`src/rtl/fill_shift_pkg.sv`:
```
// rtl/fill_shift_pkg.sv - shared types for the fill-literal right-shift pipeline
package fill_shift_pkg;

    localparam int FS_WIDTH = 64;
    localparam int FS_AMT_W = 8;

    typedef enum logic [1:0] {
        FILL_ZERO = 2'b00,
        FILL_ONE  = 2'b01,
        FILL_SIGN = 2'b10,
        FILL_RSVD = 2'b11
    } fill_mode_e;

    typedef struct packed {
        logic [FS_WIDTH-1:0] data;
        logic [FS_AMT_W-1:0] amt;
        logic                fill_bit;
        logic                ovf;
    } fs_payload_t;

endpackage

```
`src/rtl/fill_shift_stage.sv`:
```
// rtl/fill_shift_stage.sv - one register slice: conditional 2**STAGE right shift with fill
module fill_shift_stage #(
    parameter int WIDTH = 64,
    parameter int AMT_W = 8,
    parameter int STAGE = 0
) (
    input  logic             clk,
    input  logic             rst,
    input  logic             in_valid,
    input  logic             ready,
    input  logic [WIDTH-1:0] in_data,
    input  logic [AMT_W-1:0] in_amt,
    input  logic             in_fill,
    input  logic             in_ovf,
    output logic             out_valid,
    output logic [WIDTH-1:0] out_data,
    output logic [AMT_W-1:0] out_amt,
    output logic             out_fill,
    output logic             out_ovf
);

    localparam int SH = 1 << STAGE;

    logic [WIDTH-1:0] shifted;

    always_comb begin
        shifted = in_data;
        if (in_amt[STAGE]) begin
            shifted = {{SH{in_fill}}, in_data[WIDTH-1:SH]};
        end
    end

    // ready means this slice is empty or its contents move on this cycle
    always_ff @(posedge clk or posedge rst) begin
        if (rst) begin
            out_valid <= 1'b0;
            out_data  <= '0;
            out_amt   <= '0;
            out_fill  <= 1'b0;
            out_ovf   <= 1'b0;
        end else if (ready) begin
            out_valid <= in_valid;
            if (in_valid) begin
                out_data <= shifted;
                out_amt  <= in_amt;
                out_fill <= in_fill;
                out_ovf  <= in_ovf;
            end
        end
    end

endmodule

```
`src/rtl/fill_shift_right_pipe.sv`:
```
// rtl/fill_shift_right_pipe.sv - pipelined log right shifter with zero/one/sign fill
module fill_shift_right_pipe
    import fill_shift_pkg::*;
#(
    parameter int WIDTH = FS_WIDTH,
    parameter int AMT_W = FS_AMT_W
) (
    input  logic             clk,
    input  logic             rst,
    input  logic             in_valid,
    output logic             in_ready,
    input  logic [WIDTH-1:0] in_data,
    input  logic [AMT_W-1:0] in_amt,
    input  logic [1:0]       in_fill,
    input  logic             in_src,
    output logic             out_valid,
    input  logic             out_ready,
    output logic [WIDTH-1:0] out_data,
    output logic             out_ovf
);

    localparam int SHW = $clog2(WIDTH);
    localparam logic [AMT_W-1:0] WIDTH_AMT = AMT_W'(WIDTH);

    fill_mode_e       mode;
    logic [WIDTH-1:0] operand;
    logic             fill_bit;
    logic             ovf;

    logic [SHW:0]     v_c;
    logic [SHW:0]     rdy;
    logic [SHW:0]     f_c;
    logic [SHW:0]     o_c;
    logic [WIDTH-1:0] d_c [SHW+1];
    logic [AMT_W-1:0] a_c [SHW+1];

    // Overflow is folded in up front: an all-fill word stays all-fill through every stage
    always_comb begin
        operand = in_src ? {WIDTH{1'b1}} : in_data;
        mode    = fill_mode_e'(in_fill);
        case (mode)
            FILL_ONE:  fill_bit = 1'b1;
            FILL_SIGN: fill_bit = operand[WIDTH-1];
            default:   fill_bit = 1'b0;
        endcase
        ovf = (in_amt >= WIDTH_AMT);
    end

    assign v_c[0] = in_valid;
    assign d_c[0] = ovf ? {WIDTH{fill_bit}} : operand;
    assign a_c[0] = in_amt;
    assign f_c[0] = fill_bit;
    assign o_c[0] = ovf;

    // Ready ripples back from the output; a bubble anywhere lets everything above it advance
    always_comb begin
        rdy      = '0;
        rdy[SHW] = out_ready;
        for (int k = SHW - 1; k >= 0; k--) begin
            rdy[k] = !v_c[k+1] || rdy[k+1];
        end
    end

    assign in_ready = rdy[0];

    for (genvar k = 0; k < SHW; k++) begin : g_stage
        fill_shift_stage #(
            .WIDTH (WIDTH),
            .AMT_W (AMT_W),
            .STAGE (k)
        ) u_stage (
            .clk       (clk),
            .rst       (rst),
            .in_valid  (v_c[k]),
            .ready     (rdy[k]),
            .in_data   (d_c[k]),
            .in_amt    (a_c[k]),
            .in_fill   (f_c[k]),
            .in_ovf    (o_c[k]),
            .out_valid (v_c[k+1]),
            .out_data  (d_c[k+1]),
            .out_amt   (a_c[k+1]),
            .out_fill  (f_c[k+1]),
            .out_ovf   (o_c[k+1])
        );
    end

    assign out_valid = v_c[SHW];
    assign out_data  = d_c[SHW];
    assign out_ovf   = o_c[SHW];

    logic unused_tail;
    assign unused_tail = ^{a_c[SHW], f_c[SHW]};

endmodule
```
`config.mk`:
```
export PLATFORM = sky130hd
export DESIGN_NAME = fill_shift_right_pipe
export DESIGN_NICKNAME = d
export VERILOG_FILES = /design/src/rtl/fill_shift_pkg.sv /design/src/rtl/fill_shift_stage.sv /design/src/rtl/fill_shift_right_pipe.sv
export SDC_FILE = /design/constraint.sdc
export NUM_CORES = 1
export LEC_CHECK = 0
export CAP_MARGIN = 40
export CELL_PAD_IN_SITES_DETAIL_PLACEMENT = 0
export CELL_PAD_IN_SITES_GLOBAL_PLACEMENT = 1
export CORE_ASPECT_RATIO = 1.25
export CORE_UTILIZATION = 38
export DETAILED_ROUTE_END_ITERATION = 12
export GPL_TIMING_DRIVEN = 0
export HOLD_SLACK_MARGIN = 0.02
export PLACE_DENSITY_LB_ADDON = 0.1
export SLEW_MARGIN = 20
export SYNTH_ARGS = -nofsm -noshare
export SYNTH_HDL_FRONTEND = slang
export SYNTH_SLANG_ARGS = --single-unit
export TNS_END_PERCENT = 10
```
`constraint.sdc`:
```
create_clock -name clk -period 14.22 [get_ports clk]
set_input_delay 2.844 -clock clk [delete_from_list [all_inputs] [get_ports clk]]
set_output_delay 2.844 -clock clk [all_outputs]
set_load 0.02 [all_outputs]
```
After elaboration in Yosys (flattened, before gate mapping)
Index checks and enable logic that the tools add are counted.
- order comparisons: 1
- eq/ne operators: 2
- muxes and demuxes: 9
- reduce and logical (&&, ||, !) cells: 18
- operators with widths (operator ; number):
    64-bit 2-to-1 mux ; 8
    2-bit AND reduction ; 6
    8-bit by 7-bit >= comparator with 1-bit output (second input constant) ; 1
    1-bit zero test ; 6
    1-bit logical OR ; 6
    2-bit by 1-bit equality test with 1-bit output (second input constant) ; 1
    2-bit equality test (second input constant) ; 1
    1-bit one-hot mux with 2 select lines ; 1
- register bits: 431
- input port bits: 79
- output and inout bits: 67
- logic and storage cells: 58

Logic depth before layout (Yosys ltp)
- depth in word-level cells: 8
- mapped depth: 7
- mapped depth without buffers: 6

Hierarchy
From an unflattened synthesis, not the netlist that was laid out.
- cell total of the unflattened synthesis: 1972
- area, all modules: 21540.7 µm²
- modules (own cells, without submodules) (module ; instances ; cells each ; area each (µm²) ; seq. area each (µm²)):
    fill_shift_stage (g_stage[0].u_stage ...) ; 3 ; 311 ; 3480.8 ; 1876.8
    fill_shift_stage (g_stage[3].u_stage) ; 1 ; 312 ; 3484.6 ; 1876.8
    fill_shift_stage (g_stage[4].u_stage) ; 1 ; 313 ; 3459.6 ; 1876.8
    fill_shift_stage (g_stage[5].u_stage) ; 1 ; 315 ; 3433.3 ; 1876.8
    fill_shift_right_pipe ; 1 ; 99 ; 720.7 ; 0.0

Worst setup path before layout
OpenSTA, ideal clock, no wires.
- path kind: input to output
- start point: in out_ready
- end point: out in_ready
- data arrival time: 3.402 ns
- data required time: 11.376 ns
- path slack: 7.974 ns
- stages: 3
- path buffers: 0
- path through: nand4b_4 -> nor2_1 -> nand3_1
- word-level cells in the longest chain between the ends: 6
- RTL lines (item ; line ; text):
    start: declaration ; fill_shift_right_pipe.sv:17 ; input logic out_ready,
    1-bit logical OR (6 in series) ; fill_shift_right_pipe.sv:60 ; rdy[k] = !v_c[k+1] || rdy[k+1];
    end: declaration ; fill_shift_right_pipe.sv:11 ; output logic in_ready,
Every way passes these cells.

Worst setup path in the final report
Ends and elaborated chain as after synthesis.

==> run metrics <==
outcome=completed; CTS tree=built; Hold Slack=477 ps; Tcrit/Tclk final=52.0%; fin worst setup slack=6830 ps; cts-stage hold buffer count=0; Crit path largest cell delay=590 ps; static power due to leakage=10.3 nW; worst setup slack before clock tree synthesis=6840 ps; total I/O pin count=146; PD cells=202 nW/um^2; Layout Area Growth over Synthesis=20.3%; GR met1 Demand/Resource=23.7%; deepest clock path buffer count=3; final critical delay including setup and external delays=7390 ps; unrepaired setup endpoints after global routing=false; detailed-placement wirelength estimate=41000 um; fraction of final layout cells sized beyond drive strength 1=13.5%; number of iterations in the first detailed-routing pass=4; via count of the first global-routing pass=14.3k; number of distinct library cells after synthesis=30; Critical Path RT=11380 ps; clk slew on worst S/H paths=60 ps; share of the core filled with cells in the final layout=46.4%; Peak Freq=0.135 GHz; met2 Track Usage GR=37.7%; Avg WL per Cell=18.2 um; clock skew=12.3 ps; total via count after detailed routing=13.6k; max-capacitance violation count=0; Max stage delay cell, worst path=sky130_fd_sc_hd__clkdlybuf4s50_1; most used cell along the critical path=sky130_fd_sc_hd__clkdlybuf4s50_1; cell area after technology mapping=19500 sq um; syn_area_per_cell=10.1 sq um; post-synthesis cell count=1922; classification of the worst-slack hold path=reg -> reg; count of nets left with antenna violations after detail routing=0; number of synthesized register bits=416; routed via count divided by cell count=4.85; H-tree depth=2; remaining routing DRC violations=0; all-layer global routing usage=20.2%; fill cell count=4946; Yosys warning total=0; maximum vdd drop=0.0732 mV; effective utilization at floorplan=38.6%; Net count, final=2208; max_slew headroom=45.5%; Die X-Extent=205 um; Max Slew Vio Count=0; y dimension of the die=255 um; core region area=50500 sq um; # clock sinks=416; largest net degree at the start of global routing=35; Yosys top cell area share=53.4%; total global routing overflow=0; count of endpoints failing setup in the final report=0; violation count after the first detailed-routing iteration=504; setup total negative slack=0 ps; WL final=51300 um; final hold vios=0; dominant cells by area after synthesis=sky130_fd_sc_hd__dfrtp_1 (53%), sky130_fd_sc_hd__mux2i_1 (14%), sky130_fd_sc_hd__o21ai_0 (8.2%); largest fanout on the critical path=8; post-CTS setup buffer count=0; number of antenna violations at the first check in global routing=0; cell-by-cell listing of the critical path=clkdlybuf4s50_1, nand4b_4, nor2_1, nand3_1, clkdlybuf4s50_1; number of cell rows=92; worst slew pin tran=814 ps; portion of the post-synthesis area used by sequential elements=53.4%; weighted congestion reported at the end of routability-driven placement=0.882; critical path class=in -> out; ant diodes=0; global-route wire length before repair=81200 um; Global Route met3 Usage=2.37%; Post-Synthesis Net Count=2003; Die ar.=52200 sq um; Worst setup EP type=output port; Clock Root Buffer=sky130_fd_sc_hd__clkbuf_16; CTS Buf Count=43; busiest metal layer after global routing=met2; area leader, netlist=sky130_fd_sc_hd__dfrtp_1; number of port buffers=144; clock insertion delay at the later pin of the skew report=550 ps; WP data arrival=4550 ps; number of resized instances in the post-cts repair step=0; crit start category=primary input
[per-stage QoR]
step | power (mW) | instances | area [sq um]
after floorplan | 3.01 | 1922 | 19500
after global placement | 3.64 | 2724 | 21800
after detailed placement | 3.70 | 2739 | 22100
after CTS | 4.81 | 2811 | 23400
after global routing | 5.07 | 2812 | 23400
final | 4.74 | 2812 | 23400
[report_power, final]
part           leakage [nW]  switching [mW]  internal, mW
sequential             5.05           0.390          1.63
clock                 0.679           0.456         0.647
combinational          4.57           0.865         0.753
[routing by layer]
layer,wire [um],share of wire [%],up-vias
li1,-,-,6974
met1,21300,42,6384
met2,27000,53,215
met3,1320,2.6,68
met4,1580,3.1,0
met5,0,0,-
[Yosys cell counts]
library cell                number
sky130_fd_sc_hd__a2111oi_0       2
sky130_fd_sc_hd__a21o_1          1
sky130_fd_sc_hd__a21oi_1       176
sky130_fd_sc_hd__and2_1          2
sky130_fd_sc_hd__buf_1          14
sky130_fd_sc_hd__buf_2          52
sky130_fd_sc_hd__buf_4          67
sky130_fd_sc_hd__buf_6           8
sky130_fd_sc_hd__clkbuf_1       70
sky130_fd_sc_hd__dfrtp_1       416
sky130_fd_sc_hd__ha_1            2
sky130_fd_sc_hd__inv_1           8
sky130_fd_sc_hd__mux2_2         74
sky130_fd_sc_hd__mux2_4          6
sky130_fd_sc_hd__mux2i_1       272
sky130_fd_sc_hd__nand2_1       281
sky130_fd_sc_hd__nand2b_1        4
sky130_fd_sc_hd__nand3_1         2
sky130_fd_sc_hd__nand3b_1        1
sky130_fd_sc_hd__nand4b_4        1
sky130_fd_sc_hd__nor2_1        131
sky130_fd_sc_hd__nor2b_1         2
sky130_fd_sc_hd__nor3_1          2
sky130_fd_sc_hd__o21a_1          1
sky130_fd_sc_hd__o21ai_0       320
sky130_fd_sc_hd__o21ai_1         1
sky130_fd_sc_hd__o21ai_2         1
sky130_fd_sc_hd__o31a_1          1
sky130_fd_sc_hd__o31ai_1         3
sky130_fd_sc_hd__or2_2           1
[final cells by class]
type	instances	area, sq um	share of cell area (%)
well taps	658	823	3.51
repair buffers	160	1760	7.50
flip-flops and latches	416	10400	44.4
inverters	8	33.8	0.144
multi-input cells	1287	7890	33.6
plain buffers	211	1170	4.99
clock buffers	61	1260	5.36
clock inverters	11	105	0.448
[worst paths after layout]
| path | startpoint | endpoint | slack (ps) | cells past startpoint |
|---|---|---|---|---|
| max | out_ready | in_ready | 6830 | 5 |
| min | g_stage[5].u_stage.out_data[46] | g_stage[5].u_stage.out_data[46] | 480 | 2 |
| max reg2reg | g_stage[5].u_stage.out_valid | g_stage[0].u_stage.out_data[44] | 12160 | 5 |
| min reg2reg | g_stage[5].u_stage.out_data[46] | g_stage[5].u_stage.out_data[46] | 480 | 2 |
| max in group asynchronous | rst | g_stage[0].u_stage.out_data[54] | 9830 | 9 |
| min in group asynchronous | rst | g_stage[5].u_stage.out_data[0] | 2570 | 2 |
[cells in the final DEF, fill, tap and decap left out, types with 3 or more instances in the layout]
cell type,instances
sky130_fd_sc_hd__a21oi_1,176
sky130_fd_sc_hd__buf_1,14
sky130_fd_sc_hd__buf_12,12
sky130_fd_sc_hd__buf_2,52
sky130_fd_sc_hd__buf_4,67
sky130_fd_sc_hd__buf_6,10
sky130_fd_sc_hd__clkbuf_1,79
sky130_fd_sc_hd__clkbuf_16,45
sky130_fd_sc_hd__clkbuf_8,7
sky130_fd_sc_hd__clkdlybuf4s50_1,144
sky130_fd_sc_hd__clkinv_2,9
sky130_fd_sc_hd__dfrtp_1,416
sky130_fd_sc_hd__inv_1,7
sky130_fd_sc_hd__mux2_2,74
sky130_fd_sc_hd__mux2_4,6
sky130_fd_sc_hd__mux2i_1,272
sky130_fd_sc_hd__nand2_1,281
sky130_fd_sc_hd__nand2b_1,4
sky130_fd_sc_hd__nor2_1,131
sky130_fd_sc_hd__o21ai_0,320
sky130_fd_sc_hd__o31ai_1,3
[critical path, delay by kind of cell]
kind                   cells  cell delay [ps]
buffers and inverters      2             1040
and+or+nand+nor            3              660
[logic make-up (layout without fill, tap and decap cells)]
| group | Yosys count | in the layout | share of synthesized area (%) |
|---|---|---|---|
| compound gates | 506 | 506 | 13.1 |
| fa+ha+maj | 2 | 2 | 0.128 |
| buf+inv | 219 | 451 | 6.15 |
| flops | 416 | 416 | 53.4 |
| mux | 352 | 352 | 18.7 |
| simple gates | 427 | 427 | 8.49 |
[sequential cells by signal, summed over array words and instances, names as in the netlist]
register	cells
g_stage.u_stage.out_data	384
g_stage.u_stage.out_valid	6
g_stage.u_stage.out_amt	15
g_stage.u_stage.out_ovf	6
g_stage.u_stage.out_fill	5
Power figures use the tool's default switching activity.
